## src/rtl/mem_arbiter.sv

```systemverilog
// -----------------------------------------------------------------------------
// mem_arbiter
//   Four-core round-robin sequencer that sits upstream of the shared data
//   memory controller. It turns core requests into single-master read or
//   write transactions and drives the controller's 13-bit control word:
//     mem_ctrl[3:0]   DR load enables   (one per core)
//     mem_ctrl[7:4]   AR read enables   (one per core)
//     mem_ctrl[11:8]  data read enables (one per core)
//     mem_ctrl[12]    DRAM write enable
//   A core is told its transaction is complete by a one-cycle done pulse.
//
// Parameters
//   READ_LAT  cycles from the address first being driven to DRAM q valid (1..4)
//
// Ports
//   clk       system clock, rising edge
//   rst_n     asynchronous active-low reset
//   req[3:0]  per-core request, held until the matching done pulse
//   wr[3:0]   per-core direction, 1 = write, 0 = read (valid while req is high)
//   mem_ctrl  registered control word to the memory controller
//   done[3:0] one-cycle completion pulse for the served core
//   busy      high in every state except IDLE
// -----------------------------------------------------------------------------
module mem_arbiter #(
  parameter int unsigned READ_LAT = 1
) (
  input  logic        clk,
  input  logic        rst_n,
  input  logic [3:0]  req,
  input  logic [3:0]  wr,
  output logic [12:0] mem_ctrl,
  output logic [3:0]  done,
  output logic        busy
);

  typedef enum logic [2:0] {
    S_IDLE,
    S_RADDR,
    S_RWAIT,
    S_RCAP,
    S_WRITE,
    S_DONE
  } state_t;

  state_t      state, state_d;
  logic [1:0]  grant, grant_d;
  logic [1:0]  ptr, ptr_d;
  logic [2:0]  cnt, cnt_d;
  logic [1:0]  pick;
  logic [3:0]  grant_oh;
  logic [12:0] mem_ctrl_d;
  logic [3:0]  done_d;
  logic        busy_d;

  // Round-robin search: first requesting core after the last one served.
  always_comb begin
    logic [1:0] idx;
    logic       found;
    pick  = ptr;
    found = 1'b0;
    idx   = '0;
    for (int k = 1; k <= 4; k++) begin
      idx = ptr + 2'(k);
      if (!found && req[idx]) begin
        pick  = idx;
        found = 1'b1;
      end
    end
  end

  // NOTE: every combinational output gets a default before the case so that
  // no path leaves a variable unassigned, which would infer a latch.
  always_comb begin
    state_d = state;
    grant_d = grant;
    ptr_d   = ptr;
    cnt_d   = cnt;
    unique case (state)
      S_IDLE: begin
        // Requests are looked at only here; mid-transaction changes are ignored.
        if (|req) begin
          grant_d = pick;
          ptr_d   = pick;
          state_d = wr[pick] ? S_WRITE : S_RADDR;
        end
      end
      S_RADDR: begin
        cnt_d   = 3'd1;
        state_d = (READ_LAT == 1) ? S_RCAP : S_RWAIT;
      end
      S_RWAIT: begin
        // cnt holds the offset of the current cycle from T0.
        if (cnt == 3'(READ_LAT - 1)) state_d = S_RCAP;
        else                         cnt_d   = cnt + 3'd1;
      end
      S_RCAP:  state_d = S_DONE;
      S_WRITE: state_d = S_DONE;
      S_DONE:  state_d = S_IDLE;
      default: state_d = S_IDLE;
    endcase
  end

  // Outputs are decoded from the next state so that, once registered, they
  // line up exactly with the state they describe.
  assign grant_oh = 4'b0001 << grant_d;

  always_comb begin
    mem_ctrl_d = '0;
    done_d     = '0;
    busy_d     = (state_d != S_IDLE);
    unique case (state_d)
      S_RADDR, S_RWAIT: mem_ctrl_d[7:4] = grant_oh;
      S_RCAP: begin
        mem_ctrl_d[7:4] = grant_oh;
        mem_ctrl_d[3:0] = grant_oh;
      end
      S_WRITE: begin
        mem_ctrl_d[7:4]  = grant_oh;
        mem_ctrl_d[11:8] = grant_oh;
        mem_ctrl_d[12]   = 1'b1;
      end
      S_DONE:  done_d = grant_oh;
      default: ;
    endcase
  end

  // NOTE: sequential state uses non-blocking assignments so every register
  // samples the pre-edge values regardless of statement order.
  always_ff @(posedge clk or negedge rst_n) begin
    if (!rst_n) begin
      // Pointer starts at 3 so core 0 wins the first grant.
      state    <= S_IDLE;
      grant    <= '0;
      ptr      <= 2'd3;
      cnt      <= '0;
      mem_ctrl <= '0;
      done     <= '0;
      busy     <= 1'b0;
    end else begin
      state    <= state_d;
      grant    <= grant_d;
      ptr      <= ptr_d;
      cnt      <= cnt_d;
      mem_ctrl <= mem_ctrl_d;
      done     <= done_d;
      busy     <= busy_d;
    end
  end

endmodule

```

## config.mk

```make
export PLATFORM = sky130hd
export DESIGN_NAME = mem_arbiter
export DESIGN_NICKNAME = d
export VERILOG_FILES = /design/src/rtl/mem_arbiter.sv
export SDC_FILE = /design/constraint.sdc
export NUM_CORES = 1
export LEC_CHECK = 0
export CAP_MARGIN = 0
export CORE_ASPECT_RATIO = 0.75
export CORE_MARGIN = 8
export CORE_UTILIZATION = 40
export CTS_BUF_LIST = sky130_fd_sc_hd__clkbuf_4
export DETAILED_ROUTE_END_ITERATION = 6
export PLACE_DENSITY = 0.67
export SYNTH_ARGS = -nofsm -noshare
export SYNTH_HDL_FRONTEND = slang
export SYNTH_SLANG_ARGS = --single-unit
export TNS_END_PERCENT = 100
```

## constraint.sdc

```tcl
create_clock -name clk -period 2.2 [get_ports clk]
set_input_delay 0.22 -clock clk [delete_from_list [all_inputs] [get_ports clk]]
set_output_delay 0.22 -clock clk [all_outputs]
set_load 0.01 [all_outputs]
```

### After elaboration in Yosys (flattened, before gate mapping)

Index checks and enable logic that the tools add are counted.

| word-level totals | value |
|---|---|
| flip-flop bits (word level) | 28 |
| input bits | 10 |
| ROM bits | 0 |
| latch bits | 0 |
| output and inout bits | 18 |
| memories kept | 0 |
| memory bits (writable) | 0 |
| word-level logic and storage cells | 71 |

| operators by class | value |
|---|---|
| reductions and logical operators | 15 |
| eq/ne operators | 10 |
| add/subtract/negate cells | 4 |
| multiplexer cells | 29 |
| multiply operators | 0 |
| shifts and indexed selects | 1 |
| divide/modulo/power cells | 0 |
| magnitude comparators | 5 |
| bitwise gates (word level) | 0 |

Operator list:

| kind | number |
|---|---|
| less-than comparator 2 x 3 -> 1 bit, second input constant | 5 |
| equality test 3 x 2 -> 1 bit, second input constant | 4 |
| 2-to-1 mux 2 bit | 6 |
| 2-to-1 mux 3 bit | 4 |
| 2-to-1 mux 4 bit | 3 |
| case mux 3 bit (4 select lines) | 1 |
| binary-select mux 1 bit (select 2 bit) | 5 |
| equality test 3 bit, second input constant | 3 |
| 2-to-1 mux 1 bit | 8 |
| OR reduction 4 bit | 2 |
| equality test 3 x 1 -> 1 bit, second input constant | 2 |
| zero test 3 bit | 2 |
| case mux 3 bit (2 select lines) | 1 |
| 2-to-1 mux 5 bit | 1 |
| adder 2 bit, second input constant | 2 |
| AND reduction 2 bit | 2 |
| << shifter 1 x 2 -> 4 bit, first input constant | 1 |
| adder 3 x 1 -> 3 bit, second input constant | 1 |
| logical AND 1 bit | 3 |
| zero test 1 bit | 3 |
| nonzero test 3 bit | 1 |
| adder 2 x 1 -> 2 bit, second input constant | 1 |
| != test 2 bit, second input constant | 1 |
| nonzero test 2 bit | 1 |
| OR reduction 2 bit | 1 |

### Longest topological paths before layout

| logic depth | value |
|---|---|
| depth in word-level cells | 21 |
| mapped depth | 6 |
| gate-level depth less buffers | 6 |

### Least setup slack after synthesis

OpenSTA, ideal clock, no wires.

| timing path | value |
|---|---|
| path type | flip-flop to flip-flop |
| from | register ptr[1] |
| to | register state[0] |
| period minus slack after synthesis | 1.808 ns |
| setup time | 0.126 ns |
| arrival | 1.682 ns |
| data required time | 2.074 ns |
| setup slack | 0.392 ns |
| stages on the path, launching flop included | 6 |
| buffers on the path | 1 |
| cell sequence | dfstp_2 -> buf_6 -> mux2i_1 -> a221o_2 -> mux2i_4 -> a221o_1 |

| between the ends | value |
|---|---|
| word-level cells in the longest chain between the ends | 18 |
| elaborated cells on any way between the ends | 29 |
| those cells by class | add/sub (3); mux (20); reduce/logical (6) |

Ends and longest elaborated chain:

| item | line | RTL |
|---|---|---|
| start: declaration | 47 | `logic [1:0] ptr, ptr_d;` |
| start signal: assignment | 142 | `ptr <= ptr_d;` |
| adder 2 x 1 -> 2 bit | 63 | `idx = ptr + 2'(k);` |
| binary-select mux 1 bit (select 2 bit) | 64 | `if (!found && req[idx]) begin` |
| 2-to-1 mux 1 bit (implied by the code) | 64 |  |
| 2-to-1 mux 1 bit | 64 |  |
| zero test 1 bit | 64 |  |
| logical AND 1 bit | 64 |  |
| 2-to-1 mux 1 bit | 64 |  |
| zero test 1 bit | 64 |  |
| [3 not listed] | -- |  |
| logical AND 1 bit | 64 |  |
| 2-to-1 mux 2 bit (*) | 64 |  |
| binary-select mux 1 bit (select 2 bit) (*) | 84 | `state_d = wr[pick] ? S_WRITE : S_RADDR;` |
| 2-to-1 mux 1 bit (implied by the code) (*) | 84 |  |
| 2-to-1 mux 3 bit (*) | 84 |  |
| 2-to-1 mux 3 bit (*) | 81 | `if (\|req) begin` |
| case mux 3 bit (4 select lines) (*) | 78 | `unique case (state)` |
| named net state_d[0] | 45 | `state_t state, state_d;` |
| end signal: assignment | 140 | `state <= state_d;` |
| end: declaration | 45 |  |

The timed path passes the listed nets; every way through them passes the cells marked *. The select of a mux whose other input is x is not followed.
A chain may end at the register's enable or synchronous reset.

### Worst setup path in the final report

| timing path | value |
|---|---|
| from | register ptr[1] |
| to | register state[2] |

Same word-level chain as after synthesis.

==> qor.csv <==
stage;metric;value;unit
logic_synthesis;Most used DFF post-synth;dfrtp_1;
logic_synthesis;Mean Syn Cell Area;11.1;um2
die;Initial Util;41.7;%
grt;gr ovfl total;0;
setup_path;cell mode on critical path;mux2i_1;
die;Top-Level Pins;28;
sta;post-route setup TNS;0;ps
logic_synthesis;top-area cell type share of the netlist area;47.5;%
clock_tree;setup bufs post-CTS;0;
logic_synthesis;sequential share of the synthesized area;51.3;%
clock_tree;Clock transition at path regs;150;ps
final_layout;n_diodes;0;
placement;GPL Wtd Cong;0.827;
sta;f_max;521;MHz
sta;Final Critical Period;1920;ps
route;wire per inst;15.1;um
clock_tree;CTS tree;done;
sta;Setup Skew;2.34;ps
sta;worst slew pin tran;522;ps
die;Die Y-Extent;66.7;um
setup_path;slowest CP cell;dfstp_2;
placement;Placed Cells;186;
final_layout;Final Util;52.0;%
die;Core Region;0.00329;mm2
grt;GRT Overall Usage;10.5;%
worst_hold_path;Hold WC Path Type;input port to async pin;
power_and_ir_drop;Leak;0.720;nW
logic_synthesis;async set or reset register ratio after synthesis;100;%
final_layout;Finished Layout Cells;190;
route;DRC;0;
clock_tree;total CTS buffers;3;
logic_synthesis;Syn Inst Count;123;
setup_path;CP peak stage delay;630;ps
setup_path;crit path capture;state[2];
setup_path;critical path launch point type;register;
route;Pre-antenna DRT Iters;4;
logic_synthesis;Synth Warn #;0;
logic_synthesis;EDFF count, synth;0;
clock_tree;clk buf depth;2;
logic_synthesis;most numerous cell in the Yosys netlist;dfrtp_1;
grt;vias in the first global route;993;
sta;Rel. slew slack;65.2;%
setup_path;WS Path Type;register to register;
power_and_ir_drop;pwr dens;1420;mW/mm2
die;Die Span X;83.6;um
setup_path;Worst EP arrival;2120;ps
clock_tree;hold_buf cts;0;
logic_synthesis;most area-consuming cells after synthesis;dfrtp_1, nor2_1, dfstp_2;
setup_path;reg2reg end;state[2];
route;post-route ant nets;0;
setup_path;Crit path required time;2400;ps
placement;port bufs;27;
setup_path;reg2reg path depth;4;
setup_path;CP Launch Point;ptr[1];
run_status;outcome;completed;
final_layout;Final nets;163;
grt;first-pass GRT wire length;4810;um
sta;final hold vios;0;
logic_synthesis;Syn Nets;135;
route;DRT iter0 DRCs;30;
final_layout;Area Growth Syn to Fin;24.7;%
sta;Final setup viols;0;
clock_tree;Post-CTS Resized;0;
logic_synthesis;Synth Cell Area;0.00137;mm2
logic_synthesis;Yosys reg bits;28;
clock_tree;CTS sink cnt;28;
sta;Final Max Slew Viols;0;
setup_path;crit end category;register;
grt;largest net degree at the start of global routing;19;
route;DR vias/cell;5.26;
sta;fin crit share;87.2;%
setup_path;CP Cell Sequence;mux2i_1 > a221o_2 > mux2i_1 > o221ai_1;
route;total wire length;2870;um
power_and_ir_drop;peak supply drop;0.699;mV
setup_path;reg2reg setup slack;280;ps
power_and_ir_drop;total power draw;2.43;mW
flow_run;max_cap viols;0;
logic_synthesis;synth cell count leaders;dfrtp_1, nor2_1, nand2_1;
final_layout;share of post-route cells with drive strength above 1;14.7;%
logic_synthesis;largest area contributor in the netlist;dfrtp_1;
clock_tree;clk_lat worst skew;330;ps
setup_path;worst r2r src;ptr[1];
die;Row Count;18;
die;total die area;0.00557;mm2
clock_tree;clock root cell;clkbuf_4;
route;via count;1000;
sta;RSZ-0062 raised after global routing;no;
grt;initial antenna violation count;0;
clock_tree;H-Tree Depth;1;
setup_path;crit path max fanout;7;
logic_synthesis;Yosys cell types;41;
placement;Detail Placement HPWL;2240;um
-- routing by layer --
metal  track usage (%)  share of wire (%)  up-vias
met2              17.1                 45       27
li1                  -                  -      488
met5                 0                  0        -
met3              4.38                5.8        0
met4              1.29                  0        0
met1              13.1                 49      485
-- where the power goes --
| part | internal [mW] | leakage (nW) | switching (mW) |
|---|---|---|---|
| Combinational | 0.574 | 0.331 | 0.625 |
| Clock | 0.184 | 0.0279 | 0.151 |
| Sequential | 0.711 | 0.361 | 0.179 |
| Total | 1.47 | 0.720 | 0.955 |
-- worst min path at each step --
stage,from,to,slack [ps],cells after the start
after CTS,rst_n,state[1],210,1
after global placement,ptr[1],ptr[1],520,2
after global routing,rst_n,state[1],230,1
final,rst_n,state[1],200,1
after floorplan,rst_n,busy,-80,0
after detailed placement,ptr[1],ptr[1],520,2
-- area by class of cell --
| cell class | instances | area, um2 |
|---|---|---|
| clock buffers | 3 | 22.5 |
| clock inverters | 1 | 30.0 |
| fillers | 308 | 1580 |
| inverters | 3 | 11.3 |
| multi-input cells | 86 | 607 |
| flip-flops and latches | 28 | 703 |
| well taps | 40 | 50.0 |
| repair buffers | 29 | 285 |
-- state kept, by name (all words and copies together), names as in the netlist --
signal,count
cnt,3
done,4
busy,1
state,3
mem_ctrl,13
grant,2
ptr,2
-- metrics by stage --
| step | instance area (um2) | hold WS, ps | setup slack [ps] |
|---|---|---|---|
| final | 1710 | 198 | 281 |
| after global routing | 1710 | 227 | 168 |
| after CTS | 1710 | 213 | 298 |
| after detailed placement | 1660 | 517 | 115 |
| after global placement | 1660 | 518 | 157 |
| after floorplan | 1370 | -75.6 | 392 |
-- cell families (layout without fill, tap and decap cells) --
kind of cell / count (synthesis) / in the layout / share of synthesized area [%]
flops: 28 / 28 / 51.3
fa+ha+maj: 2 / 2 / 1.83
simple gates: 50 / 50 / 20.0
compound gates: 30 / 30 / 18.6
buf+inv: 9 / 36 / 4.38
mux: 4 / 4 / 3.84
-- critical path: cells and delay by family (launching register included) --
kind,cells,cell delay (ps)
DFF,1,630
muxes,2,670
AOI/OAI and AO/OA,2,490
-- placed cells by master (no fill, tap or decap), types with 2 or more instances in the layout --
master,Yosys,layout
o21ai_0,3,3
buf_4,0,2
nor3_1,2,2
dfstp_2,2,2
o21a_1,2,2
clkbuf_4,0,3
clkdlybuf4s50_1,0,27
a31oi_2,4,4
nor3b_1,2,2
nor4_1,2,2
dfrtp_1,26,26
nand2_1,11,11
ha_1,2,2
nand2_2,2,2
inv_1,3,3
mux2i_1,3,3
a21oi_1,8,8
nand2b_1,5,5
nor2b_1,3,3
nor2_1,15,15
Note: power is estimated with default switching activity, not from simulation.
